===== src/rtl/relogio_ctrl.sv =====
// rtl/relogio_ctrl.sv - mode FSM, time-of-day and stopwatch counters for the clock/stopwatch
module relogio_ctrl (
    input  logic       clk,
    input  logic       rst,
    input  logic       tick,
    input  logic       btn_mode,
    input  logic       btn_sel,
    input  logic       btn_start,
    input  logic       btn_inc,
    output logic [1:0] mode,
    output logic       running,
    output logic [6:0] disp_hr,
    output logic [5:0] disp_min,
    output logic [5:0] disp_sec,
    output logic [6:0] disp_cs
);

    typedef enum logic [1:0] {
        ST_CLOCK     = 2'b00,
        ST_SET_HR    = 2'b01,
        ST_SET_MIN   = 2'b10,
        ST_STOPWATCH = 2'b11
    } state_t;

    state_t     state_q, state_d;
    logic       running_q, running_d;

    logic [4:0] tod_hr_q, tod_hr_d;
    logic [5:0] tod_min_q, tod_min_d;
    logic [5:0] tod_sec_q, tod_sec_d;
    logic [6:0] tod_cs_q, tod_cs_d;

    logic [6:0] sw_hr_q, sw_hr_d;
    logic [5:0] sw_min_q, sw_min_d;
    logic [5:0] sw_sec_q, sw_sec_d;
    logic [6:0] sw_cs_q, sw_cs_d;

    logic do_mode, do_sel, do_start, do_inc;
    logic set_exit;
    logic tod_en;
    logic sw_en;

    // Only the highest-priority button pulse in a cycle is acted on.
    always_comb begin
        do_mode  = btn_mode;
        do_sel   = btn_sel & ~btn_mode;
        do_start = btn_start & ~btn_mode & ~btn_sel;
        do_inc   = btn_inc & ~btn_mode & ~btn_sel & ~btn_start;
    end

    // Next mode and run flag; leaving a set state is flagged so sec/cs restart from zero.
    always_comb begin
        state_d   = state_q;
        running_d = running_q;
        case (state_q)
            ST_CLOCK: begin
                if (do_mode)     state_d = ST_STOPWATCH;
                else if (do_sel) state_d = ST_SET_HR;
            end
            ST_SET_HR: begin
                if (do_mode)     state_d = ST_CLOCK;
                else if (do_sel) state_d = ST_SET_MIN;
            end
            ST_SET_MIN: begin
                if (do_mode || do_sel) state_d = ST_CLOCK;
            end
            ST_STOPWATCH: begin
                if (do_mode)       state_d = ST_CLOCK;
                else if (do_start) running_d = ~running_q;
            end
            default: state_d = ST_CLOCK;
        endcase
        set_exit = ((state_q == ST_SET_HR) || (state_q == ST_SET_MIN)) && (state_d != state_q);
    end

    // Time-of-day: ticks only outside the set states; set-field increments and exit clearing.
    always_comb begin
        tod_hr_d  = tod_hr_q;
        tod_min_d = tod_min_q;
        tod_sec_d = tod_sec_q;
        tod_cs_d  = tod_cs_q;
        tod_en    = tick && ((state_q == ST_CLOCK) || (state_q == ST_STOPWATCH));
        if (tod_en) begin
            if (tod_cs_q == 7'd99) begin
                tod_cs_d = 7'd0;
                if (tod_sec_q == 6'd59) begin
                    tod_sec_d = 6'd0;
                    if (tod_min_q == 6'd59) begin
                        tod_min_d = 6'd0;
                        tod_hr_d  = (tod_hr_q == 5'd23) ? 5'd0 : tod_hr_q + 5'd1;
                    end else begin
                        tod_min_d = tod_min_q + 6'd1;
                    end
                end else begin
                    tod_sec_d = tod_sec_q + 6'd1;
                end
            end else begin
                tod_cs_d = tod_cs_q + 7'd1;
            end
        end
        if ((state_q == ST_SET_HR) && do_inc)
            tod_hr_d = (tod_hr_q == 5'd23) ? 5'd0 : tod_hr_q + 5'd1;
        if ((state_q == ST_SET_MIN) && do_inc)
            tod_min_d = (tod_min_q == 6'd59) ? 6'd0 : tod_min_q + 6'd1;
        if (set_exit) begin
            tod_sec_d = 6'd0;
            tod_cs_d  = 7'd0;
        end
    end

    // Stopwatch: counts whenever running in any mode; clear only when stopped in stopwatch view.
    always_comb begin
        sw_hr_d  = sw_hr_q;
        sw_min_d = sw_min_q;
        sw_sec_d = sw_sec_q;
        sw_cs_d  = sw_cs_q;
        sw_en    = tick && running_q;
        if (sw_en) begin
            if (sw_cs_q == 7'd99) begin
                sw_cs_d = 7'd0;
                if (sw_sec_q == 6'd59) begin
                    sw_sec_d = 6'd0;
                    if (sw_min_q == 6'd59) begin
                        sw_min_d = 6'd0;
                        sw_hr_d  = (sw_hr_q == 7'd99) ? 7'd0 : sw_hr_q + 7'd1;
                    end else begin
                        sw_min_d = sw_min_q + 6'd1;
                    end
                end else begin
                    sw_sec_d = sw_sec_q + 6'd1;
                end
            end else begin
                sw_cs_d = sw_cs_q + 7'd1;
            end
        end
        if ((state_q == ST_STOPWATCH) && do_sel && !running_q) begin
            sw_hr_d  = 7'd0;
            sw_min_d = 6'd0;
            sw_sec_d = 6'd0;
            sw_cs_d  = 7'd0;
        end
    end

    // State register for the FSM and both counters; reset wins over everything.
    always_ff @(posedge clk) begin
        if (rst) begin
            state_q   <= ST_CLOCK;
            running_q <= 1'b0;
            tod_hr_q  <= 5'd0;
            tod_min_q <= 6'd0;
            tod_sec_q <= 6'd0;
            tod_cs_q  <= 7'd0;
            sw_hr_q   <= 7'd0;
            sw_min_q  <= 6'd0;
            sw_sec_q  <= 6'd0;
            sw_cs_q   <= 7'd0;
        end else begin
            state_q   <= state_d;
            running_q <= running_d;
            tod_hr_q  <= tod_hr_d;
            tod_min_q <= tod_min_d;
            tod_sec_q <= tod_sec_d;
            tod_cs_q  <= tod_cs_d;
            sw_hr_q   <= sw_hr_d;
            sw_min_q  <= sw_min_d;
            sw_sec_q  <= sw_sec_d;
            sw_cs_q   <= sw_cs_d;
        end
    end

    // Display shows the stopwatch in stopwatch mode, time-of-day otherwise.
    always_comb begin
        mode    = state_q;
        running = running_q;
        if (state_q == ST_STOPWATCH) begin
            disp_hr  = sw_hr_q;
            disp_min = sw_min_q;
            disp_sec = sw_sec_q;
            disp_cs  = sw_cs_q;
        end else begin
            disp_hr  = {2'b00, tod_hr_q};
            disp_min = tod_min_q;
            disp_sec = tod_sec_q;
            disp_cs  = tod_cs_q;
        end
    end

endmodule

===== config.mk =====
export PLATFORM = sky130hd
export DESIGN_NAME = relogio_ctrl
export DESIGN_NICKNAME = d
export VERILOG_FILES = /design/src/rtl/relogio_ctrl.sv
export SDC_FILE = /design/constraint.sdc
export NUM_CORES = 1
export LEC_CHECK = 0
export ABC_AREA = 1
export CAP_MARGIN = 25
export CORE_ASPECT_RATIO = 1.25
export CORE_MARGIN = 5
export CORE_UTILIZATION = 55
export CTS_BUF_LIST = sky130_fd_sc_hd__clkbuf_16
export DETAILED_ROUTE_END_ITERATION = 8
export PLACE_DENSITY = 0.78
export SLEW_MARGIN = 15
export SYNTH_ARGS = -nofsm -noshare
export SYNTH_HDL_FRONTEND = slang
export SYNTH_SLANG_ARGS = --single-unit
export TNS_END_PERCENT = 1

===== constraint.sdc =====
create_clock -name clk -period 2.5 [get_ports clk]
set_clock_uncertainty 0.2 [all_clocks]
set_input_delay 0.25 -clock clk [delete_from_list [all_inputs] [get_ports clk]]
set_output_delay 0.25 -clock clk [all_outputs]
set_load 0.03 [all_outputs]

==> metrics, run 1 <==
Worst Path Max Fanout=11; min-delay worst type=reg2reg; number of synthesized register bits=53; most prevalent standard cell on the critical path=sky130_fd_sc_hd__buf_4; die outline height=94.9 microns; CTS tree=yes; Syn-to-layout area delta=15.7%; combined global-route utilization of all metal layers=0.213; routed via count divided by cell count=5.45; floorplan row count=31; Yosys top cell by area=sky130_fd_sc_hd__dfxtp_1; pins over their slew limit=0; post-detailed-route count of antenna-violating nets=0; yosys warns=0; clock-pin slew on the worst setup and hold paths=0.06 ns; number of endpoints with negative hold slack in the final report=0; total of endpoints with negative setup slack in the final report=0; utilization after layout=0.644; termination of the worst setup path=disp_cs[0]; first-pass GRT wire length=12800 microns; Reg2Reg Setup Slack=0.37 ns; family with the most delay on the worst path=buffers and inverters; vias in the first global route=2852; diodes inserted=0; buffers inserted by post-CTS timing repair=0; number of iterations in the first detailed-routing pass=6; synthesized net count=475; Worst Setup SP=mode[0]; worst vdd rail ir drop=308 uV; list of cells traversed by the critical path=ha_1, inv_2, buf_4, nand2_1, o21ai_0, buf_4; pin count of the biggest net entering global routing=19; max capacitance violation total=0; number of nets in the finished design=514; Max transition margin=0.724; sequential area share after synthesis=0.335; worst setup path class=reg2out; number of buffers created by CTS=5; endpoint type of the worst setup path=output pin; Detailed Place HPWL=5890 microns; routed wire length=7510 microns; die boundary width=77.9 microns; number of filler instances in the final layout=517; Power, Total=1720 uW; Worst R2R Path Depth=9; area of the core=5700 sq um; actual transition at the worst max-transition pin=0.411 ns; Starting DRT DRC Count=208; portion of the clock cycle consumed by the worst path in the final layout=0.868; critical path launch point type=register; Power Density=470 nW/um^2; clk_lat worst skew=0.29 ns; crit path time final=2.17 ns; launching point of the worst reg2reg path=mode[0]; count of hold-fix buffers inserted at cts=0; layout cell share with drive strength beyond 1=0.135; grt ovf=0; end of the worst register-to-register path=tod_cs_q[5]; final standard cell area without fillers=3670 sq um; count of distinct cell types in the synthesized netlist=39; static leakage=0.00153 uW; share of Yosys cell area claimed by the top area cell type=0.335; initial cell density of the core=0.556; number of antenna violations at the first check in global routing=0; count of buffer and inverter cells on the critical path=3; summed negative setup slack over all endpoints=0 ns; number of buffers inserted by port buffering=35; H-tree depth=2; GP Congestion=0.816; maximum clock path buffer count=2; Crit path required time=2.05 ns; number of top-level pins=36; maximum clock frequency=461 MHz; Avg Inst Size Synth=6.95 sq um; clk sinks=53; Worst path slowest cell=sky130_fd_sc_hd__dfxtp_1; delay contributed by the slowest stage of the critical path=0.35 ns; non-filler cells, final=561; # DRC=0; setup repair after global routing missed its margin=false; mapped cell area=3170 sq um; stages on the worst setup path=6; outcome=completed; placed insts=554; cells taking the most area after synthesis=sky130_fd_sc_hd__dfxtp_1 (33%), sky130_fd_sc_hd__nand2_1 (11%), sky130_fd_sc_hd__inv_1 (7.2%); Die Area=7390 sq um; Post-Synthesis Cells=456; average wire per cell in the routed design=13.4 microns; number of resized instances in the post-cts repair step=0; vias post-DR=3055; cell at the root of the clock tree=sky130_fd_sc_hd__clkbuf_16; Post-Place Cell Area=3540 sq um; Worst EP arrival=1.72 ns
==> cells in the final DEF, fill, tap and decap left out, types with 6 or more instances in the layout <==
master,n
sky130_fd_sc_hd__xor2_1,10
sky130_fd_sc_hd__clkdlybuf4s50_1,9
sky130_fd_sc_hd__inv_1,62
sky130_fd_sc_hd__nand4_1,15
sky130_fd_sc_hd__nand2_1,94
sky130_fd_sc_hd__nor2_1,38
sky130_fd_sc_hd__a21oi_1,26
sky130_fd_sc_hd__ha_1,12
sky130_fd_sc_hd__o21ai_0,35
sky130_fd_sc_hd__nor3_1,12
sky130_fd_sc_hd__dfxtp_1,53
sky130_fd_sc_hd__inv_2,7
sky130_fd_sc_hd__nand2_2,6
sky130_fd_sc_hd__nand3_1,39
sky130_fd_sc_hd__buf_4,30
==> worst min path at each step <==
stage / slack [ns] / start / cells past startpoint / endpoint
after CTS: 0.29 / tod_hr_q[3] / 2 / tod_hr_q[3]
after floorplan: 0.22 / rst / 3 / sw_sec_q[1]
after detailed placement: 0.28 / sw_sec_q[4] / 2 / sw_sec_q[4]
after global routing: 0.31 / tod_min_q[4] / 2 / tod_min_q[4]
final: 0.29 / sw_sec_q[4] / 2 / sw_sec_q[4]
after global placement: 0.27 / tod_hr_q[3] / 2 / tod_hr_q[3]
==> sequential cells by signal (all words and copies together), names as in the netlist <==
signal,flops
running,1
sw_sec_q,6
sw_cs_q,7
tod_min_q,6
mode,2
tod_cs_q,7
tod_hr_q,5
tod_sec_q,6
sw_hr_q,7
sw_min_q,6
==> worst reg2reg max path, stage by stage (launching register included) <==
cell,delay [ns]
sky130_fd_sc_hd__dfxtp_1,0.41
sky130_fd_sc_hd__inv_1,0.10
sky130_fd_sc_hd__ha_1,0.34
sky130_fd_sc_hd__nor2_2,0.21
sky130_fd_sc_hd__nand2_1,0.10
sky130_fd_sc_hd__nor3_1,0.34
sky130_fd_sc_hd__nand3_1,0.13
sky130_fd_sc_hd__nand2_1,0.08
sky130_fd_sc_hd__nand3_1,0.06
sky130_fd_sc_hd__nor2_1,0.10
==> final cells by class <==
cell class | instances | area (sq um) | area share
multi-input combinational | 328 | 1820 | 0.497
tap | 66 | 82.6 | 0.0225
sequential | 53 | 1060 | 0.289
timing repair buffer | 39 | 315 | 0.0859
clock buffer | 5 | 125 | 0.0341
clock inverter | 2 | 7.51 | 0.00205
inverter | 68 | 255 | 0.0696
==> cells by family (layout without fill, tap and decap cells) <==
family	count (synthesis)	after routing	synth area share
AOI/OAI and AO/OA	75	75	0.132
xor gates and xnor gates	15	15	0.0414
adders and majority gates	12	12	0.0474
buffers and inverters	75	114	0.0904
DFF	53	53	0.335
and+or+nand+nor	226	226	0.354
==> metal layers <==
layer / wire, microns / GRT usage
met1: 3200 / 0.249
met2: 3840 / 0.389
met3: 322 / 0.0353
met4: 147 / 0.0746
met5: 0 / 0
==> cell usage after synthesis <==
cell                       instances
sky130_fd_sc_hd__a211oi_1          2
sky130_fd_sc_hd__a21oi_1          26
sky130_fd_sc_hd__a21oi_2           1
sky130_fd_sc_hd__a21oi_4           1
sky130_fd_sc_hd__a22oi_1           2
sky130_fd_sc_hd__and2_1            1
sky130_fd_sc_hd__and3_1            1
sky130_fd_sc_hd__buf_1             2
sky130_fd_sc_hd__buf_2             1
sky130_fd_sc_hd__buf_4             1
sky130_fd_sc_hd__clkbuf_1          3
sky130_fd_sc_hd__dfxtp_1          53
sky130_fd_sc_hd__ha_1             12
sky130_fd_sc_hd__inv_1            61
sky130_fd_sc_hd__inv_2             7
sky130_fd_sc_hd__nand2_1          94
sky130_fd_sc_hd__nand2_2           6
sky130_fd_sc_hd__nand2_4           2
sky130_fd_sc_hd__nand3_1          39
sky130_fd_sc_hd__nand3b_1          1
sky130_fd_sc_hd__nand4_1          15
sky130_fd_sc_hd__nand4_2           2
sky130_fd_sc_hd__nand4_4           2
sky130_fd_sc_hd__nor2_1           38
sky130_fd_sc_hd__nor2_2            3
sky130_fd_sc_hd__nor2_4            1
sky130_fd_sc_hd__nor2_8            2
sky130_fd_sc_hd__nor3_1           12
sky130_fd_sc_hd__nor3_2            2
sky130_fd_sc_hd__nor3b_1           3
sky130_fd_sc_hd__nor3b_2           1
sky130_fd_sc_hd__o21ai_0          35
sky130_fd_sc_hd__o21ai_1           5
sky130_fd_sc_hd__o21ai_2           1
sky130_fd_sc_hd__o21ai_4           1
sky130_fd_sc_hd__o31ai_1           1
sky130_fd_sc_hd__or2_0             1
sky130_fd_sc_hd__xnor2_1           5
sky130_fd_sc_hd__xor2_1           10
==> stage by stage <==
step                      setup WS (ns)  hold WS, ns
final                             0.330        0.292
after global routing             0.0785        0.312
after CTS                         0.328        0.292
after detailed placement          0.343        0.282
after global placement            0.387        0.274
after floorplan                   0.197        0.221
==> where the power goes <==
part	internal (uW)	switching, uW	leakage, uW
sequential	856	13.1	0.000427
combinational	72.1	146	0.00103
clock	358	279	0.0000685
Note: power is estimated with default switching activity, not from simulation.
==> run 2, diff against run 1 <==
==> constraint.sdc (replaced) <==
create_clock -name clk -period 2.6 [get_ports clk]
set_clock_uncertainty 0.2 [all_clocks]
set_input_delay 0.26 -clock clk [delete_from_list [all_inputs] [get_ports clk]]
set_output_delay 0.26 -clock clk [all_outputs]
set_load 0.03 [all_outputs]
==> metrics, run 2 (synthesized netlist as in run 1, its figures left out) <==
outcome=completed; Crit path required time=2.14 ns; die outline height=94.9 microns; vias in the first global route=2916; number of buffers created by CTS=5; Worst Path Max Fanout=35; routed via count divided by cell count=5.44; net switching power of the design=442 uW; min-delay worst type=reg2reg; portion of total power attributed to sequential cells=0.497; pins over their slew limit=0; number of buffers inserted by port buffering=35; clk sinks=53; number of top-level pins=36; Worst EP arrival=1.74 ns; Starting DRT DRC Count=169; initial cell density of the core=0.556; Syn-to-layout area delta=15.4%; number of antenna violations at the first check in global routing=0; maximum clock frequency=454 MHz; count of hold-fix buffers inserted at cts=0; Comb power frac=0.123; static leakage=0.00152 uW; endpoint type of the worst setup path=output pin; GP Congestion=0.820; internal power component=1240 uW; diodes inserted=0; max capacitance violation total=0; relative contribution of the clock network to total power=0.380; Power, Total=1680 uW; portion of the clock cycle consumed by the worst path in the final layout=0.847; Max transition margin=0.713; number of nets in the finished design=512; layout cell share with drive strength beyond 1=0.134; total of endpoints with negative setup slack in the final report=0; setup repair after global routing missed its margin=false; first-pass GRT wire length=13200 microns; actual transition at the worst max-transition pin=0.428 ns; maximum clock path buffer count=2; crit path time final=2.20 ns; commonest cells after routing, fill and taps aside=sky130_fd_sc_hd__nand2_1 (94), sky130_fd_sc_hd__inv_1 (61), sky130_fd_sc_hd__dfxtp_1 (53); combined global-route utilization of all metal layers=0.219; Detailed Place HPWL=5890 microns; grt ovf=0; clock-pin slew on the worst setup and hold paths=0.07 ns; Die Area=7390 sq um; delay contributed by the slowest stage of the critical path=0.41 ns; number of endpoints with negative hold slack in the final report=0; number of iterations in the first detailed-routing pass=4; pin count of the biggest net entering global routing=36; clk_lat worst skew=0.29 ns; buffers inserted by post-CTS timing repair=0; registers with the most flip-flops=sw_cs_q: 7 flops, sw_hr_q: 7 flops, tod_cs_q: 7 flops; post-detailed-route count of antenna-violating nets=0; vias post-DR=3047; most common library cell in the layout ignoring fill and taps=sky130_fd_sc_hd__nand2_1; routed wire length=7600 microns; number of filler instances in the final layout=527; worst setup path class=reg2out; summed negative setup slack over all endpoints=0 ns; Worst path slowest cell=sky130_fd_sc_hd__dfxtp_1; number of resized instances in the post-cts repair step=0; cell at the root of the clock tree=sky130_fd_sc_hd__clkbuf_16; critical path launch point type=register; list of cells traversed by the critical path=ha_1, buf_4, nand2_1, o21ai_0, buf_4; die boundary width=77.9 microns; worst vdd rail ir drop=322 uV; average wire per cell in the routed design=13.6 microns; H-tree depth=2; proportion of total power due to net switching=0.263; most prevalent standard cell on the critical path=sky130_fd_sc_hd__buf_4; area of the core=5700 sq um; # DRC=0; CTS tree=yes; Power Density=459 nW/um^2; floorplan row count=31
-- run 2: path summary, 6_finish.rpt --
path	from	depth (start not counted)	to	slack (ns)
worst max-delay path	mode[1]	5	disp_min[3]	0.40
worst min-delay path	sw_sec_q[4]	2	sw_sec_q[4]	0.29
worst max register to register	mode[1]	9	tod_hr_q[2]	0.43
worst min register to register	sw_sec_q[4]	2	sw_sec_q[4]	0.29
-- run 2: routing by layer --
layer	wire length [microns]	part of all wire	global-route usage
met4	56	0.0074	0.0775
met3	392	0.052	0.0334
met1	3240	0.43	0.257
met2	3900	0.51	0.400
met5	0	0	0
-- run 2: final cells by class --
type / count / area, sq um / area share
sequential: 53 / 1060 / 0.290
multi-input combinational: 328 / 1820 / 0.498
tap: 66 / 82.6 / 0.0226
clock buffer: 5 / 125 / 0.0342
inverter: 68 / 255 / 0.0697
timing repair buffer: 37 / 300 / 0.0821
clock inverter: 3 / 12.5 / 0.00342
-- run 2: stage by stage --
stage | setup slack, ns | utilization | cells | hold WS (ns) | area, sq um
2_1_floorplan | 0.287 | - | 456 | 0.231 | 3170
3_3_place_gp | 0.474 | 0.618 | 552 | 0.273 | 3520
3_5_place_dp | 0.433 | 0.618 | 552 | 0.278 | 3520
4_1_cts | 0.382 | 0.642 | 560 | 0.292 | 3660
5_1_grt | 0.193 | 0.642 | 560 | 0.319 | 3660
6_report | 0.398 | 0.642 | 560 | 0.291 | 3660
-- run 2: power groups by stage --
| stage | Combinational (uW) | Sequential, uW | Clock, uW |
|---|---|---|---|
| final | 207 | 835 | 639 |
| after global placement | 202 | 852 | 0 |
| after detailed placement | 206 | 853 | 0 |
| after floorplan | 133 | 861 | 0 |
| after CTS | 207 | 834 | 647 |
| after global routing | 232 | 836 | 680 |
-- run 2: worst max-delay path, delay by kind of cell, from the launching register on --
family          cells  cell delay (ns)
fa+ha+maj           1             0.24
buf+inv             2             0.55
flops               1             0.41
compound gates      1             0.12
simple gates        1             0.11
